===== src/rtl/mul_fu_pkg.sv =====
// Shared out-of-order core definitions used by the MUL functional unit:
// datapath widths, RV32M funct3 encodings, stage payload and operand extension.
package ooo_pkg;

  localparam int XLEN  = 32;
  localparam int TAG_W = 5;

  localparam logic [2:0] F3_MUL    = 3'b000;
  localparam logic [2:0] F3_MULH   = 3'b001;
  localparam logic [2:0] F3_MULHSU = 3'b010;
  localparam logic [2:0] F3_MULHU  = 3'b011;

  // Control payload that travels alongside the data through every stage.
  typedef struct packed {
    logic             valid;
    logic [31:0]      pc;
    logic [TAG_W-1:0] prd;
    logic [2:0]       f3;
  } stage_t;

  // Widen an operand by one bit so signed and unsigned forms can share
  // a single signed multiplier.
  function automatic logic [XLEN:0] ext33(input logic [XLEN-1:0] v, input logic sgn);
    return {sgn & v[XLEN-1], v};
  endfunction

endpackage


===== src/rtl/mul_fu_if.sv =====
// Issue-side and CDB-side signals of the MUL unit.
// The master side (RS + CDB arbiter) drives issue and grant; the slave side is the unit.
interface mul_fu_if import ooo_pkg::*; ();

  logic             mul_request_i;
  logic [31:0]      mul_pc_i;
  logic [31:0]      mul_inst_i;
  logic [TAG_W-1:0] mul_prs1_addr_i;
  logic [TAG_W-1:0] mul_prs2_addr_i;
  logic [TAG_W-1:0] mul_prd_addr_i;
  logic [XLEN-1:0]  rs1_data_i;
  logic [XLEN-1:0]  rs2_data_i;
  logic             mul_ready_o;

  logic             cdb_req_o;
  logic             cdb_grant_i;
  logic [TAG_W-1:0] cdb_tag_o;
  logic [XLEN-1:0]  cdb_data_o;
  logic [31:0]      cdb_pc_o;

  modport master (
    output mul_request_i, mul_pc_i, mul_inst_i,
           mul_prs1_addr_i, mul_prs2_addr_i, mul_prd_addr_i,
           rs1_data_i, rs2_data_i, cdb_grant_i,
    input  mul_ready_o, cdb_req_o, cdb_tag_o, cdb_data_o, cdb_pc_o
  );

  modport slave (
    input  mul_request_i, mul_pc_i, mul_inst_i,
           mul_prs1_addr_i, mul_prs2_addr_i, mul_prd_addr_i,
           rs1_data_i, rs2_data_i, cdb_grant_i,
    output mul_ready_o, cdb_req_o, cdb_tag_o, cdb_data_o, cdb_pc_o
  );

endinterface


===== src/rtl/mul_fu_core.sv =====
// Pure combinational 33x33 signed multiplier. Kept as its own module so a
// multi-cycle or hard-macro implementation can replace it without touching
// the pipeline control.
module mul_core import ooo_pkg::*; (
  input  logic [XLEN:0]     i_a,
  input  logic [XLEN:0]     i_b,
  output logic [2*XLEN+1:0] o_prod
);

  // Operands are sign-extended to the 66-bit result width before multiplying.
  assign o_prod = $signed(i_a) * $signed(i_b);

endmodule


===== src/rtl/mul_fu.sv =====
// Three-stage RV32M multiply unit: S1 captures and extends operands, S2 holds
// the full product, S3 holds the selected word until the CDB grants it.
// Stages advance independently so bubbles collapse under backpressure.
module mul_fu import ooo_pkg::*; (
  input  logic     clk_i,
  input  logic     reset_i,
  input  logic     flush_i,
  mul_fu_if.slave  mul_if
);

  stage_t            r_s1, r_s2, r_s3;
  logic [XLEN:0]     r_s1_a, r_s1_b;
  logic [2*XLEN-1:0] r_s2_prod;
  logic [XLEN-1:0]   r_s3_data;

  logic [2*XLEN+1:0] w_prod;
  logic [2:0]        w_f3;
  logic              w_signed_a, w_signed_b;
  logic              w_s3_free, w_s2_free, w_s1_free, w_accept;
  logic              w_unused;

  assign w_f3       = mul_if.mul_inst_i[14:12];
  assign w_signed_a = (w_f3[1:0] == F3_MULH[1:0]) || (w_f3[1:0] == F3_MULHSU[1:0]);
  assign w_signed_b = (w_f3[1:0] == F3_MULH[1:0]);

  // A stage can load when it is empty or its contents move on this edge;
  // the chain reaches back through cdb_grant_i to the issue port.
  assign w_s3_free = ~r_s3.valid | mul_if.cdb_grant_i;
  assign w_s2_free = ~r_s2.valid | w_s3_free;
  assign w_s1_free = ~r_s1.valid | w_s2_free;
  assign w_accept  = mul_if.mul_request_i & w_s1_free;

  assign mul_if.mul_ready_o = w_s1_free;

  // S1: capture issue payload and the extended operands.
  // NOTE: sequential state uses non-blocking assignments so every stage samples
  // the pre-edge value of its predecessor; the later flush assignment wins.
  always_ff @(posedge clk_i) begin
    if (reset_i) begin
      r_s1   <= '0;
      r_s1_a <= '0;
      r_s1_b <= '0;
    end else begin
      if (w_s1_free) begin
        r_s1.valid <= w_accept;
        r_s1.pc    <= mul_if.mul_pc_i;
        r_s1.prd   <= mul_if.mul_prd_addr_i;
        r_s1.f3    <= w_f3;
        r_s1_a     <= ext33(mul_if.rs1_data_i, w_signed_a);
        r_s1_b     <= ext33(mul_if.rs2_data_i, w_signed_b);
      end
      if (flush_i) r_s1.valid <= 1'b0;
    end
  end

  mul_core u_mul_core (
    .i_a    (r_s1_a),
    .i_b    (r_s1_b),
    .o_prod (w_prod)
  );

  // S2: register the product; only the low 64 bits carry architectural data.
  always_ff @(posedge clk_i) begin
    if (reset_i) begin
      r_s2      <= '0;
      r_s2_prod <= '0;
    end else begin
      if (w_s2_free) begin
        r_s2      <= r_s1;
        r_s2_prod <= w_prod[2*XLEN-1:0];
      end
      if (flush_i) r_s2.valid <= 1'b0;
    end
  end

  // S3: select low or high word and hold it until the CDB grants.
  always_ff @(posedge clk_i) begin
    if (reset_i) begin
      r_s3      <= '0;
      r_s3_data <= '0;
    end else begin
      if (w_s3_free) begin
        r_s3      <= r_s2;
        r_s3_data <= (r_s2.f3[1:0] == F3_MUL[1:0]) ? r_s2_prod[XLEN-1:0]
                                                   : r_s2_prod[2*XLEN-1:XLEN];
      end
      if (flush_i) r_s3.valid <= 1'b0;
    end
  end

  assign mul_if.cdb_req_o  = r_s3.valid;
  assign mul_if.cdb_tag_o  = r_s3.valid ? r_s3.prd  : '0;
  assign mul_if.cdb_data_o = r_s3.valid ? r_s3_data : '0;
  assign mul_if.cdb_pc_o   = r_s3.valid ? r_s3.pc   : '0;

  // Source tags and the rest of the instruction word are debug-only here.
  assign w_unused = ^{mul_if.mul_prs1_addr_i, mul_if.mul_prs2_addr_i,
                      mul_if.mul_inst_i[31:15], mul_if.mul_inst_i[11:0],
                      w_prod[2*XLEN+1:2*XLEN], r_s3.f3};

  // The RS must never issue while the unit is not ready; such a request is dropped.
  a_no_issue_when_busy: assert property (@(posedge clk_i) disable iff (reset_i)
    !(mul_if.mul_request_i && !mul_if.mul_ready_o))
    else $warning("mul_fu: issue while not ready was dropped");

endmodule

===== src/flat_wrapper.sv =====
// flat-port wrapper written by rule: the top's interface ports become plain ports
module mul_fu_flat import ooo_pkg::*;
  (clk_i, reset_i, flush_i, mul_if_mul_request_i, mul_if_mul_pc_i, mul_if_mul_inst_i, mul_if_mul_prs1_addr_i, mul_if_mul_prs2_addr_i, mul_if_mul_prd_addr_i, mul_if_rs1_data_i, mul_if_rs2_data_i, mul_if_cdb_grant_i, mul_if_mul_ready_o, mul_if_cdb_req_o, mul_if_cdb_tag_o, mul_if_cdb_data_o, mul_if_cdb_pc_o);
  mul_fu_if mul_if_i ();
  input  logic clk_i;
  input  logic reset_i;
  input  logic flush_i;
  input wire logic [$bits(mul_if_i.mul_request_i)-1:0] mul_if_mul_request_i;
  input wire logic [$bits(mul_if_i.mul_pc_i)-1:0] mul_if_mul_pc_i;
  input wire logic [$bits(mul_if_i.mul_inst_i)-1:0] mul_if_mul_inst_i;
  input wire logic [$bits(mul_if_i.mul_prs1_addr_i)-1:0] mul_if_mul_prs1_addr_i;
  input wire logic [$bits(mul_if_i.mul_prs2_addr_i)-1:0] mul_if_mul_prs2_addr_i;
  input wire logic [$bits(mul_if_i.mul_prd_addr_i)-1:0] mul_if_mul_prd_addr_i;
  input wire logic [$bits(mul_if_i.rs1_data_i)-1:0] mul_if_rs1_data_i;
  input wire logic [$bits(mul_if_i.rs2_data_i)-1:0] mul_if_rs2_data_i;
  input wire logic [$bits(mul_if_i.cdb_grant_i)-1:0] mul_if_cdb_grant_i;
  output wire logic [$bits(mul_if_i.mul_ready_o)-1:0] mul_if_mul_ready_o;
  output wire logic [$bits(mul_if_i.cdb_req_o)-1:0] mul_if_cdb_req_o;
  output wire logic [$bits(mul_if_i.cdb_tag_o)-1:0] mul_if_cdb_tag_o;
  output wire logic [$bits(mul_if_i.cdb_data_o)-1:0] mul_if_cdb_data_o;
  output wire logic [$bits(mul_if_i.cdb_pc_o)-1:0] mul_if_cdb_pc_o;
  assign mul_if_i.mul_request_i = mul_if_mul_request_i;
  assign mul_if_i.mul_pc_i = mul_if_mul_pc_i;
  assign mul_if_i.mul_inst_i = mul_if_mul_inst_i;
  assign mul_if_i.mul_prs1_addr_i = mul_if_mul_prs1_addr_i;
  assign mul_if_i.mul_prs2_addr_i = mul_if_mul_prs2_addr_i;
  assign mul_if_i.mul_prd_addr_i = mul_if_mul_prd_addr_i;
  assign mul_if_i.rs1_data_i = mul_if_rs1_data_i;
  assign mul_if_i.rs2_data_i = mul_if_rs2_data_i;
  assign mul_if_i.cdb_grant_i = mul_if_cdb_grant_i;
  assign mul_if_mul_ready_o = mul_if_i.mul_ready_o;
  assign mul_if_cdb_req_o = mul_if_i.cdb_req_o;
  assign mul_if_cdb_tag_o = mul_if_i.cdb_tag_o;
  assign mul_if_cdb_data_o = mul_if_i.cdb_data_o;
  assign mul_if_cdb_pc_o = mul_if_i.cdb_pc_o;
  mul_fu u_core (.clk_i(clk_i), .reset_i(reset_i), .flush_i(flush_i), .mul_if(mul_if_i));
endmodule

===== config.mk =====
export PLATFORM = sky130hd
export DESIGN_NAME = mul_fu_flat
export DESIGN_NICKNAME = d
export VERILOG_FILES = /design/src/rtl/mul_fu_pkg.sv /design/src/rtl/mul_fu_if.sv /design/src/rtl/mul_fu_core.sv /design/src/rtl/mul_fu.sv /design/src/flat_wrapper.sv
export SDC_FILE = /design/constraint.sdc
export NUM_CORES = 2
export LEC_CHECK = 0
export BUFFER_PORTS_ARGS = -buffer_cell sky130_fd_sc_hd__buf_2
export CORE_UTILIZATION = 55
export DETAILED_ROUTE_END_ITERATION = 10
export GPL_TIMING_DRIVEN = 0
export PLACE_DENSITY = 0.79
export SLEW_MARGIN = 20
export SYNTH_ARGS = -nofsm -noshare
export SYNTH_HDL_FRONTEND = slang
export SYNTH_SLANG_ARGS = --single-unit

===== constraint.sdc =====
create_clock -name clk_i -period 14.4 [get_ports clk_i]
set_clock_uncertainty 0.15 [all_clocks]
set_input_delay 2.88 -clock clk_i [delete_from_list [all_inputs] [get_ports clk_i]]
set_output_delay 2.88 -clock clk_i [all_outputs]
set_load 0.05 [all_outputs]

After elaboration in Yosys (flattened, before gate mapping)
Index checks and enable logic that the tools add are counted.
Widths: inputs -> output; s select.
Operators by class
  bitwise gates (word level): 9
  magnitude comparators: 0
  shift-type cells: 0
  add/sub/neg operators: 0
  reductions and logical operators: 3
  equal/unequal tests: 2
  mux-type cells: 4
  divide/modulo/power cells: 0
  multiply operators: 1
Operator list (number)
  $mux 32: 3
  $mul 33x33->64: 1
  $mux 5: 1
  $and 1x1->1: 3
  $not 1->1: 3
  $or 1x1->1: 3
  $eq 2x1->1 const B: 1
  $eq 2x2->1 const B: 1
  $logic_not 2->1: 1
  $reduce_or 2->1: 1
  $logic_or 1x1->1: 1
Storage, ports and cells
  RAM bits: 0
  output and inout bits: 71
  bits in latches: 0
  flip-flop bits (word level): 280
  memories kept: 0
  input bits: 148
  memory bits (read-only): 0

Logic depth before layout (Yosys ltp)
  depth in word-level cells: 5
  mapped depth: 31

By module
A second synthesis with hierarchy kept.
Second synthesis, totals
  cell total of the unflattened synthesis: 5576
  area total of the unflattened synthesis: 49379.9 µm²
By module, submodules not included
  mul_core: cells an instance 4241, times used 1, area each 38971.1 µm²
  mul_fu: cells an instance 1335, times used 1, area each 10408.7 µm²

Least setup slack after synthesis
Ideal clock, no wire load.
  path kind: register to register
  start point: register u_core.r_s1_b[3]
  end point: register u_core.r_s2_prod[63]
  data required time: 14114 ps
  path buffers: 3
  clock period less this slack: 8240 ps
  cell stages (with the launch flop): 29
  data arrival time: 7954 ps
  path slack: 6160 ps
  library setup time: 136 ps
  path through: dfxtp_1 clkbuf_1 clkbuf_1 nand2_1 inv_1 fa_1 fa_1 fa_1 inv_1 fa_1 inv_1 fa_1 fa_1 inv_1 fa_1 fa_1 inv_1 ha_1 clkbuf_1 a21o_1 a21o_2 a21o_2 a21o_1 a21o_1 a21oi_1 nor2_1 a211oi_2 xnor2_1 a211oi_2
Between the ends
  cells in the longest elaborated chain, start to end: 1
Ends and longest elaborated chain
  start, declared: line mul_fu.sv:12  | logic [XLEN:0] r_s1_a, r_s1_b;
  start signal, assigned: line mul_fu.sv:50  | r_s1_b <= ext33(mul_if.rs2_data_i, w_signed_b);
  $mul 33x33->64: line mul_fu_core.sv:11  | assign o_prod = $signed(i_a) * $signed(i_b);
  end signal, assigned: line mul_fu.sv:70  | r_s2_prod <= w_prod[2*XLEN-1:0];
  end, declared: line mul_fu.sv:13  | logic [2*XLEN-1:0] r_s2_prod;
Every way passes these cells.
A chain may end at the register's enable or synchronous reset.

Worst setup path after layout
  start point: register u_core.r_s1_a[32]
  end point: register u_core.r_s2_prod[63]
Between the ends
  cells in the longest elaborated chain, start to end: 1
Ends and longest elaborated chain
  start, declared: line mul_fu.sv:12
  start signal, assigned: line mul_fu.sv:49  | r_s1_a <= ext33(mul_if.rs1_data_i, w_signed_a);
  $mul 33x33->64: line mul_fu_core.sv:11
Every way passes these cells.

==> results.sh <==
export IMPL_synth_area_leaders="fa_1 46%, dfxtp_1 11%, inv_1 8.3%"
export IMPL_vias=40600
export IMPL_post_cts_setup_buffers=0
export IMPL_path_max_fanout=10
export IMPL_final_antenna_net_count=0
export IMPL_worstSkewPairLatency_ps=630
export IMPL_async_reset_ff_share_pct=0
export IMPL_rsz0062_at_grt="no"
export IMPL_status="complete, no violations"
export IMPL_drt_iter0_markers=5002
export IMPL_die_w_um=300
export IMPL_cp_depth=27
export IMPL_worst_setup_path_start_kind="flop"
export IMPL_grt_antenna_before_repair=24
export IMPL_worstPathBufferInverterCount=7
export IMPL_die_h_um=300
export IMPL_relSlewSlack_pct=10.5
export IMPL_worstPathRequired_ps=14680
export IMPL_vias_per_cell=5.87
export IMPL_cpMostUsedCell="fa_1"
export IMPL_critPathMaxStageDelay_ps=1110
export IMPL_place_congestion=1.09
export IMPL_ys_seq_elements=280
export IMPL_layout_nets=7195
export IMPL_port_buffers=178
export IMPL_drive_gt1_share_pct=5.42
export IMPL_io_pins=219
export IMPL_finalSetupViolCount=0
export IMPL_ctsResizeCount=0
export IMPL_hold_violations=0
export IMPL_yosysTopAreaCellShare_pct=46.0
export IMPL_syn_area_sq_mm=0.0489
export IMPL_worstSetupEndpointType="flop"
export IMPL_clk_path_buf_depth=3
export IMPL_ctsHoldBuffers=0
export IMPL_crit_arrival_ps=10590
export IMPL_firstDrtPassIters=6
export IMPL_dpl_cell_count=6837
export IMPL_layoutNonFillerInstCount=6921
export IMPL_ys_seq_area_share_pct=11.5
export IMPL_rr_worst_depth=27
export IMPL_final_common_cell="fa_1"
export IMPL_synthFlopType="dfxtp_1"
export IMPL_grt_pass1_vias=42300
export IMPL_hpwl_um=146000
export IMPL_cts_sinks=280
export IMPL_critPathLaunch="u_core.r_s1_a[32]$_SDFFE_PP0N_"
export IMPL_crit_type="reg -> reg"
export IMPL_yosysTopAreaCell="fa_1"
export IMPL_cts_buffers=35
export IMPL_synthesis_nets=6980
export IMPL_clk_pin_slew_ps=60
export IMPL_syn_inst=5494
export IMPL_post_route_util_pct=59.5
export IMPL_cts_tree="built"
export IMPL_grt_util_all_layers_pct=41.7
export IMPL_grt_pass1_wl_um=268000
export IMPL_htreeDepth=2
export IMPL_drc=0
export IMPL_start_util_pct=55.5
export IMPL_synth_area_per_cell_sq_um=8.91
export IMPL_fin_crit_ps=10310
export IMPL_final_cell_mix="1,124 x fa_1, 1,085 x inv_1, 1,034 x nand2_1"
export IMPL_crit_slowest_cell="fa_1"
export IMPL_hp_class="reg -> reg"
export IMPL_min_path_cells=2
export IMPL_std_cell_rows=109
export IMPL_synth_warning_count=0
export IMPL_regArea_sq_mm=0.00561
export IMPL_slew_violations=0
export IMPL_clockRootBuffer="clkbuf_16"
export IMPL_fillers=7783
export IMPL_routedWlPerCell_um=26.4
export IMPL_p_per_area_mw_per_mm2=172
export IMPL_path_delay_family="adder cells"
export IMPL_ys_types=74
export IMPL_grt_max_degree=25
export IMPL_drv_cap=0
export IMPL_worst_pin_slew_ps=1340
export IMPL_dieArea_sq_mm=0.0902
export IMPL_ir_drop_uv=279
export IMPL_fmax_mhz=97.0
export IMPL_worstHoldStart="u_core.r_s1[0]$_SDFFE_PP0N_"
export IMPL_synth_edf_count=0
export IMPL_multi_input_area_sq_mm=0.0379
export IMPL_area_growth_pct=7.36
export IMPL_r2r_start="u_core.r_s1_a[32]$_SDFFE_PP0N_"
export IMPL_p_leak_nw=26.0
export IMPL_period_share_pct=71.6
export IMPL_core_sq_mm=0.0882
export IMPL_wirelength_um=182000
export IMPL_setup_tns_ps=0
export IMPL_overflow=0
cell families (layout without fill, tap and decap cells):
group	Yosys count	in the layout	share of synthesized area [%]
xor gates and xnor gates	73	73	1.31
muxes	2	2	0.0409
DFF	280	280	11.5
and+or+nand+nor	1857	1857	18.1
other	0	20	0
adders and majority gates	1338	1338	51.5
AOI/OAI and AO/OA	517	517	6.48
buffers and inverters	1427	1669	11.2
per-layer routing:
layer  wire length [um]  vias to the layer above  track usage (%)
met2              77400                     2767             61.3
li1                   -                    16600                -
met5                131                        -            0.159
met4              16000                       18             30.1
met1              63000                    20400             51.5
met3              25900                      824             14.0
metrics by stage:
step	worst slack (ps)	hold slack (ps)	total power [W]	cell area, sq um
6_report	4090	281	0.00904	52500
5_1_grt	3760	312	0.00972	52500
4_1_cts	4340	277	0.00883	52500
3_5_place_dp	4340	290	0.00786	51300
3_3_place_gp	4230	289	0.00769	51300
2_1_floorplan	6160	274	0.00582	48900
synth_stat cells, types with 4 or more instances:
master / instances
and3_1: 10
and2_1: 612
nor3_1: 13
a21o_1: 38
ha_1: 213
a21o_2: 4
clkbuf_1: 308
a311oi_1: 33
a21oi_2: 5
a31oi_1: 9
fa_1: 1125
dfxtp_1: 280
a211oi_1: 24
nand4_1: 13
nand2b_1: 14
o21bai_1: 5
nor2b_1: 35
nor2_1: 82
nand3_1: 20
nand2_1: 1034
buf_1: 8
nor4_1: 4
o21ai_0: 64
o21ai_1: 7
buf_6: 6
inv_1: 1085
a211oi_2: 5
buf_2: 7
xnor2_1: 52
o31ai_1: 4
buf_4: 7
a21oi_1: 283
xor2_1: 21
layout make-up:
cell class | instances | area share, %
multi-input combinational | 3787 | 72.1
sequential | 280 | 10.7
inverter | 1086 | 7.76
tap | 1165 | 2.77
buffer | 341 | 2.70
clock buffer | 48 | 1.87
timing repair buffer | 178 | 1.70
clock inverter | 16 | 0.381
antenna | 20 | 0.0953
flip-flops by register name (all words and copies together), names as in the netlist:
name,flops
u_core.r_s2,40
u_core.r_s3,37
u_core.r_s1,40
u_core.r_s2_prod,64
u_core.r_s3_data,32
u_core.r_s1_a,33
u_core.mul_if.cdb_req_o,1
u_core.r_s1_b,33
path summary, 6_finish.rpt:
check | slack [ps] | endpoint
setup / recovery | 4090 | u_core.r_s2_prod[63]$_SDFFE_PP0P_
hold reg to reg | 280 | u_core.r_s2[0]$_SDFFE_PP0P_
setup reg to reg | 4090 | u_core.r_s2_prod[63]$_SDFFE_PP0P_
hold / removal | 280 | u_core.r_s2[0]$_SDFFE_PP0P_
worst min-delay path, cell delays in order, from the launching register on:
cell,delay [ps]
dfxtp_1,310
nand2_1,60
a21oi_1,60
power breakdown:
group | switching (W) | leakage, nW | internal [W]
Clock | 0.000407 | 0.574 | 0.000526
Combinational | 0.00434 | 23.1 | 0.00275
Sequential | 0.000112 | 2.31 | 0.000908
(Power assumes the default switching activity.)
